**config.mk**
```make
export PLATFORM = sky130hd
export DESIGN_NAME = jt89_cpu_if
export DESIGN_NICKNAME = d
export VERILOG_FILES = /design/src/rtl/jt89_pkg.sv /design/src/rtl/jt89_wr_edge.sv /design/src/rtl/jt89_cpu_if.sv
export SDC_FILE = /design/constraint.sdc
export NUM_CORES = 1
export LEC_CHECK = 0
export CAP_MARGIN = 15
export CORE_AREA = 2 2 77 79
export DETAILED_ROUTE_END_ITERATION = 16
export DIE_AREA = 0 0 79 81
export PLACE_DENSITY = 0.76
export SKIP_LAST_GASP = 1
export SLEW_MARGIN = 20
export SYNTH_ARGS = -nofsm -noshare
export SYNTH_HDL_FRONTEND = slang
export SYNTH_SLANG_ARGS = --single-unit
```
**constraint.sdc**
```tcl
create_clock -name clk -period 1.91 [get_ports clk]
set_input_delay 0.191 -clock clk [delete_from_list [all_inputs] [get_ports clk]]
set_output_delay 0.191 -clock clk [all_outputs]
set_load 0.03 [all_outputs]
```
**src/rtl/jt89_pkg.sv**
```systemverilog
// jt89_pkg: shared constants and types for the JT89 CPU-side register interface.
// Holds the channel/register-type encodings used by the SN76489 latch/data byte protocol
// and the attenuation reset value ("off").
package jt89_pkg;

  // Channel indices as carried in din[6:5] of a latch byte
  localparam logic [1:0] CH_TONE0 = 2'd0;
  localparam logic [1:0] CH_TONE1 = 2'd1;
  localparam logic [1:0] CH_TONE2 = 2'd2;
  localparam logic [1:0] CH_NOISE = 2'd3;

  // Register type as carried in din[4] of a latch byte
  localparam logic RT_TONE = 1'b0;
  localparam logic RT_VOL  = 1'b1;

  // Attenuation value meaning "silent"
  localparam logic [3:0] VOL_OFF = 4'hF;

  // Latched register address
  typedef struct packed {
    logic [1:0] ch;
    logic       typ;
  } lat_t;

  localparam lat_t LAT_RST = '{ch: CH_TONE0, typ: RT_TONE};

  // The noise control register sits where channel 3's tone period would be
  function automatic logic is_noise_ctrl(input lat_t l);
    return (l.ch == CH_NOISE) && (l.typ == RT_TONE);
  endfunction

endpackage

```
**src/rtl/jt89_wr_edge.sv**
```systemverilog
// jt89_wr_edge: turns the CPU chip-select/write strobe into a single-cycle write enable.
// Ports: clk/rst (sync, active-high); cs_n, wr_n active-low bus strobes; we = one-cycle
// pulse, combinational, high in the cycle whose closing edge accepts the write.
module jt89_wr_edge (
  input  logic clk,
  input  logic rst,
  input  logic cs_n,
  input  logic wr_n,
  output logic we
);

  logic w_s;
  logic r_s_q;

  assign w_s = ~cs_n & ~wr_n;

  // s_q resets high so a strobe already asserted when reset releases is not a write
  always_ff @(posedge clk) begin
    if (rst) r_s_q <= 1'b1;
    else     r_s_q <= w_s;
  end

  assign we = w_s & ~r_s_q;

endmodule

```
**src/rtl/jt89_cpu_if.sv**
```systemverilog
// jt89_cpu_if: SN76489 byte-write decoder feeding the tone/noise channel register file,
// plus the READY handshake. Register outputs update on the accepting edge (1 clk latency).
// Ports: clk, rst (sync, active-high), cs_n/wr_n/din CPU bus; ready; tone0..2, vol0..3,
// ctrl3, clr (one-cycle noise LFSR clear). Writes are never dropped: a write while
// ready=0 still executes and restarts the READY count.
module jt89_cpu_if
  import jt89_pkg::*;
#(
  parameter int unsigned READY_CYCLES = 32
) (
  input  logic       clk,
  input  logic       rst,
  input  logic       cs_n,
  input  logic       wr_n,
  input  logic [7:0] din,
  output logic       ready,
  output logic [9:0] tone0,
  output logic [9:0] tone1,
  output logic [9:0] tone2,
  output logic [3:0] vol0,
  output logic [3:0] vol1,
  output logic [3:0] vol2,
  output logic [3:0] vol3,
  output logic [2:0] ctrl3,
  output logic       clr
);

  localparam logic [7:0] RDY_LOAD = READY_CYCLES[7:0];

  logic       w_we;
  lat_t       w_tgt;
  logic       w_latch;

  lat_t       r_lat;
  logic [9:0] r_tone0, r_tone1, r_tone2;
  logic [3:0] r_vol0, r_vol1, r_vol2, r_vol3;
  logic [2:0] r_ctrl3;
  logic       r_clr;
  logic [7:0] r_cnt;

  jt89_wr_edge u_wr_edge (
    .clk  (clk),
    .rst  (rst),
    .cs_n (cs_n),
    .wr_n (wr_n),
    .we   (w_we)
  );

  // A latch byte addresses its own target; a data byte reuses the previously latched one
  assign w_latch = din[7];
  assign w_tgt   = w_latch ? lat_t'({din[6:5], din[4]}) : r_lat;

  always_ff @(posedge clk) begin
    if (rst) begin
      r_lat   <= LAT_RST;
      r_tone0 <= 10'd0;
      r_tone1 <= 10'd0;
      r_tone2 <= 10'd0;
      r_vol0  <= VOL_OFF;
      r_vol1  <= VOL_OFF;
      r_vol2  <= VOL_OFF;
      r_vol3  <= VOL_OFF;
      r_ctrl3 <= 3'd0;
      r_clr   <= 1'b0;
      r_cnt   <= 8'd0;
    end else begin
      r_clr <= 1'b0;
      // Saturating down-count; a new write reloads it
      if (r_cnt != 8'd0) r_cnt <= r_cnt - 8'd1;

      if (w_we) begin
        r_cnt <= RDY_LOAD;
        if (w_latch) r_lat <= w_tgt;

        if (w_tgt.typ == RT_VOL) begin
          case (w_tgt.ch)
            CH_TONE0: r_vol0 <= din[3:0];
            CH_TONE1: r_vol1 <= din[3:0];
            CH_TONE2: r_vol2 <= din[3:0];
            default:  r_vol3 <= din[3:0];
          endcase
        end else if (is_noise_ctrl(w_tgt)) begin
          r_ctrl3 <= din[2:0];
          r_clr   <= 1'b1;
        end else if (w_latch) begin
          // Latch byte carries the low nibble of the period
          case (w_tgt.ch)
            CH_TONE0: r_tone0[3:0] <= din[3:0];
            CH_TONE1: r_tone1[3:0] <= din[3:0];
            default:  r_tone2[3:0] <= din[3:0];
          endcase
        end else begin
          // Data byte carries the upper six bits of the period
          case (w_tgt.ch)
            CH_TONE0: r_tone0[9:4] <= din[5:0];
            CH_TONE1: r_tone1[9:4] <= din[5:0];
            default:  r_tone2[9:4] <= din[5:0];
          endcase
        end
      end
    end
  end

  assign ready = (r_cnt == 8'd0);
  assign tone0 = r_tone0;
  assign tone1 = r_tone1;
  assign tone2 = r_tone2;
  assign vol0  = r_vol0;
  assign vol1  = r_vol1;
  assign vol2  = r_vol2;
  assign vol3  = r_vol3;
  assign ctrl3 = r_ctrl3;
  assign clr   = r_clr;

endmodule

```
==> impl_metrics.toml <==
[status]
outcome = "finished, final reports clean"

[place]
place_area_um2 = 3480
hpwl_um = 4470
place_congestion = 0.805
place_inst = 421
portBuffers = 62

[critical_path]
worstSetupStartpoint = "r_cnt[0]$_SDFFE_PP0N_"
r2r_cells = 4
endpoint = "ready"
cp_slowest_cell = "or3b_4"
cp_max_fo = 6
cpLargestDelayFamily = "simple AND/OR/NAND/NOR gates"
critPathArrivalTime_ns = 1.64
rr_endpoint = "vol1[1]$_SDFFE_PP1P_"
startpoint_type = "flip-flop"
r2r-start = "r_lat[1]$_SDFFE_PP0P_"
critPathKind = "reg2out"
cp-end-kind = "primary output"
slowest_delay_ns = 0.42
cp_cell_sequence = "inv_1 -> ha_1 -> or3b_4 -> nor2_4 -> buf_4"
required_ns = 1.72
reg2reg_slack_ns = 0.23
path_buf_inv = 2
crit_cells = 5

[synthesis]
synth_seq_cells = 62
synth_top_cell_by_area = "dfxtp_1"
yosysWarnings = 0
netlist_instances = 277
synthDistinctLibCells = 42
async_flop_share_pct = 0
synth_edf_count = 0
synth_seq_area_share_pct = 46.9
post-synth-top-count-cell = "dfxtp_1"
syn-cell-area_um2 = 2640
synthTopCellsByArea = "dfxtp_1 47%, mux2i_1 14%, nor2_1 3.8%"
synth_top_area_share_pct = 46.9
synth-main-ff-cell = "dfxtp_1"
syn_area_per_cell_um2 = 9.54
synth_fp_nets = 291
synth_top_cells_by_count = "62 x dfxtp_1, 37 x mux2i_1, 27 x nor2_1"

[sta]
fmax_mhz = 547
tightest_slew_ns = 0.477
finClkSkew_ns = 0.00679
max-slew-margin-rel_pct = 67.3
hold_viol_final = 0
period_needed_ns = 1.83
setup_viol = 0
period_share_pct = 95.7
hold-worst-slack_ns = 0.457
slew_viol_final = 0
rsz0062_at_grt = "no"

[floorplanning]
initial_core_util_pct = 46.6
design.core.area_um2 = 5680
row_count = 28
ios = 63
dieArea_um2 = 6400
die_width_um = 79
die_y_um = 81

[global_routing]
grt_overflow = 0
grt_pass1_vias = 2237
antenna_found_initial = 0
grt_usage_pct = 20.6
grt_pass1_wl_um = 10300
grt_max_degree = 42

[detailed_routing]
drtPass1Iterations = 4
first_iter_violations = 117
vias = 2323
ant_nets = 0
finalWirelength_um = 6220
wire_per_inst_um = 14.2
drt_drc_violations_left = 0
via_per_inst = 5.29

[clock_tree]
htreeDepth = 3
numCtsBuffers = 9
cts_tree = "built"
cts_root_buf = "clkbuf_8"
clkSinkCount = 62
clkLatencyLatePin_ns = 0.34
path_clk_slew_ns = 0.07
clockBufferDepth = 2

[power]
irDropWorstVdd_uv = 729
total_leakage_power_nw = 1.44
p_per_area_nw_per_um2 = 956
power.total_mw = 3.57

[hold_path]
hold_start = "tone2[4]$_SDFFE_PP0P_"
hp-class = "reg2reg"

[layout]
layout-drive-gt1-share_pct = 17.6
fin_cells = 439
nets = 374
areaGrowthSynthToFinish_pct = 41.1
antenna_cells = 0
finalInstanceArea_um2 = 3730
fillers = 469

[flow_run]
cap_violations = 0
[cell usage in the layout (no fill, tap or decap), drive strengths merged]
cell / count
mux2i: 37
or4bb: 1
dfxtp: 62
o211ai: 1
bufinv: 2
a41o: 1
nor4bb: 2
a31o: 6
or3: 5
a311oi: 1
nand2b: 8
nor4: 7
or4b: 1
nor3b: 2
o41ai: 1
nor4b: 2
clkbuf: 11
inv: 4
nor3: 8
or3b: 4
buf: 32
nand3: 12
a211o: 1
a21oi: 12
o31ai: 1
o2111ai: 1
nand2: 18
nand3b: 3
ha: 2
xnor2: 2
or4: 3
nor2: 27
o21ai: 15
a211oi: 3
clkdlybuf4s50: 61
clkinv: 3
and4b: 1
and3: 1
[area by class of cell]
cell class / instances / area [um2] / area share (%)
clock inverter: 4 / 70.1 / 1.88
clock buffer: 11 / 151 / 4.06
multi-input combinational: 189 / 1290 / 34.6
timing repair buffer: 93 / 863 / 23.1
tap: 75 / 93.8 / 2.52
sequential: 62 / 1240 / 33.3
inverter: 5 / 18.8 / 0.503
[stage by stage]
step                util [%]  setup TNS [ns]  setup WS (ns)
finish                  65.7               0         0.0817
CTS                     65.2               0         0.0194
global placement        61.2          -0.417        -0.0391
global route            65.7               0        0.00149
floorplan                  -               0         0.0285
detailed placement      61.2           -1.44        -0.0778
[tightest hold or removal path, delay by kind of cell, from the launching register on]
family	cells	cell delay (ns)
multiplexers	1	0.05
flip-flops	1	0.31
AND/OR/NAND/NOR	1	0.05
[how the worst min path moves through the flow]
stage | endpoint | cells past startpoint
after global placement | tone2[5]$_SDFFE_PP0P_ | 2
after floorplan | u_wr_edge.r_s_q$_SDFF_PP1_ | 1
after global routing | tone2[0]$_SDFFE_PP0P_ | 2
after CTS | tone2[4]$_SDFFE_PP0P_ | 2
final | tone2[4]$_SDFFE_PP0P_ | 2
after detailed placement | tone2[5]$_SDFFE_PP0P_ | 2
[logic make-up after synthesis]
group	after synthesis	synth area share, %
simple gates	105	22.1
flops	62	46.9
compound gates	43	10.8
mux	37	14.0
buf+inv	26	4.59
xor+xnor	2	0.663
fa+ha+maj	2	0.946
[sequential cells by signal, indices dropped and copies added (netlist names)]
name,count
r_lat,3
u_wr_edge.r_s_q,1
vol2,4
vol0,4
clr,1
tone2,10
vol1,4
tone0,10
tone1,10
r_cnt,8
ctrl3,3
vol3,4
[layer usage]
metal	part of all wire, %	up-vias	track usage (%)
li1	-	1155	-
met1	46	1099	24.5
met2	48	61	35.1
met3	4.6	8	4.78
met4	1.6	0	10.2
met5	0	-	0
[timing repair]
item,CTS,global route
setup endpoints to repair,1,1
hold endpoints to repair,0,0
gates resized for setup,2,1
setup buffers,0,3
hold buffers,0,0
[where the power goes]
part,internal [mW],leakage [nW],switching [mW]
registers,1.38,0.502,0.0823
clock network,0.794,0.115,0.487
logic,0.402,0.822,0.424
Note: power is estimated with default switching activity, not from simulation.
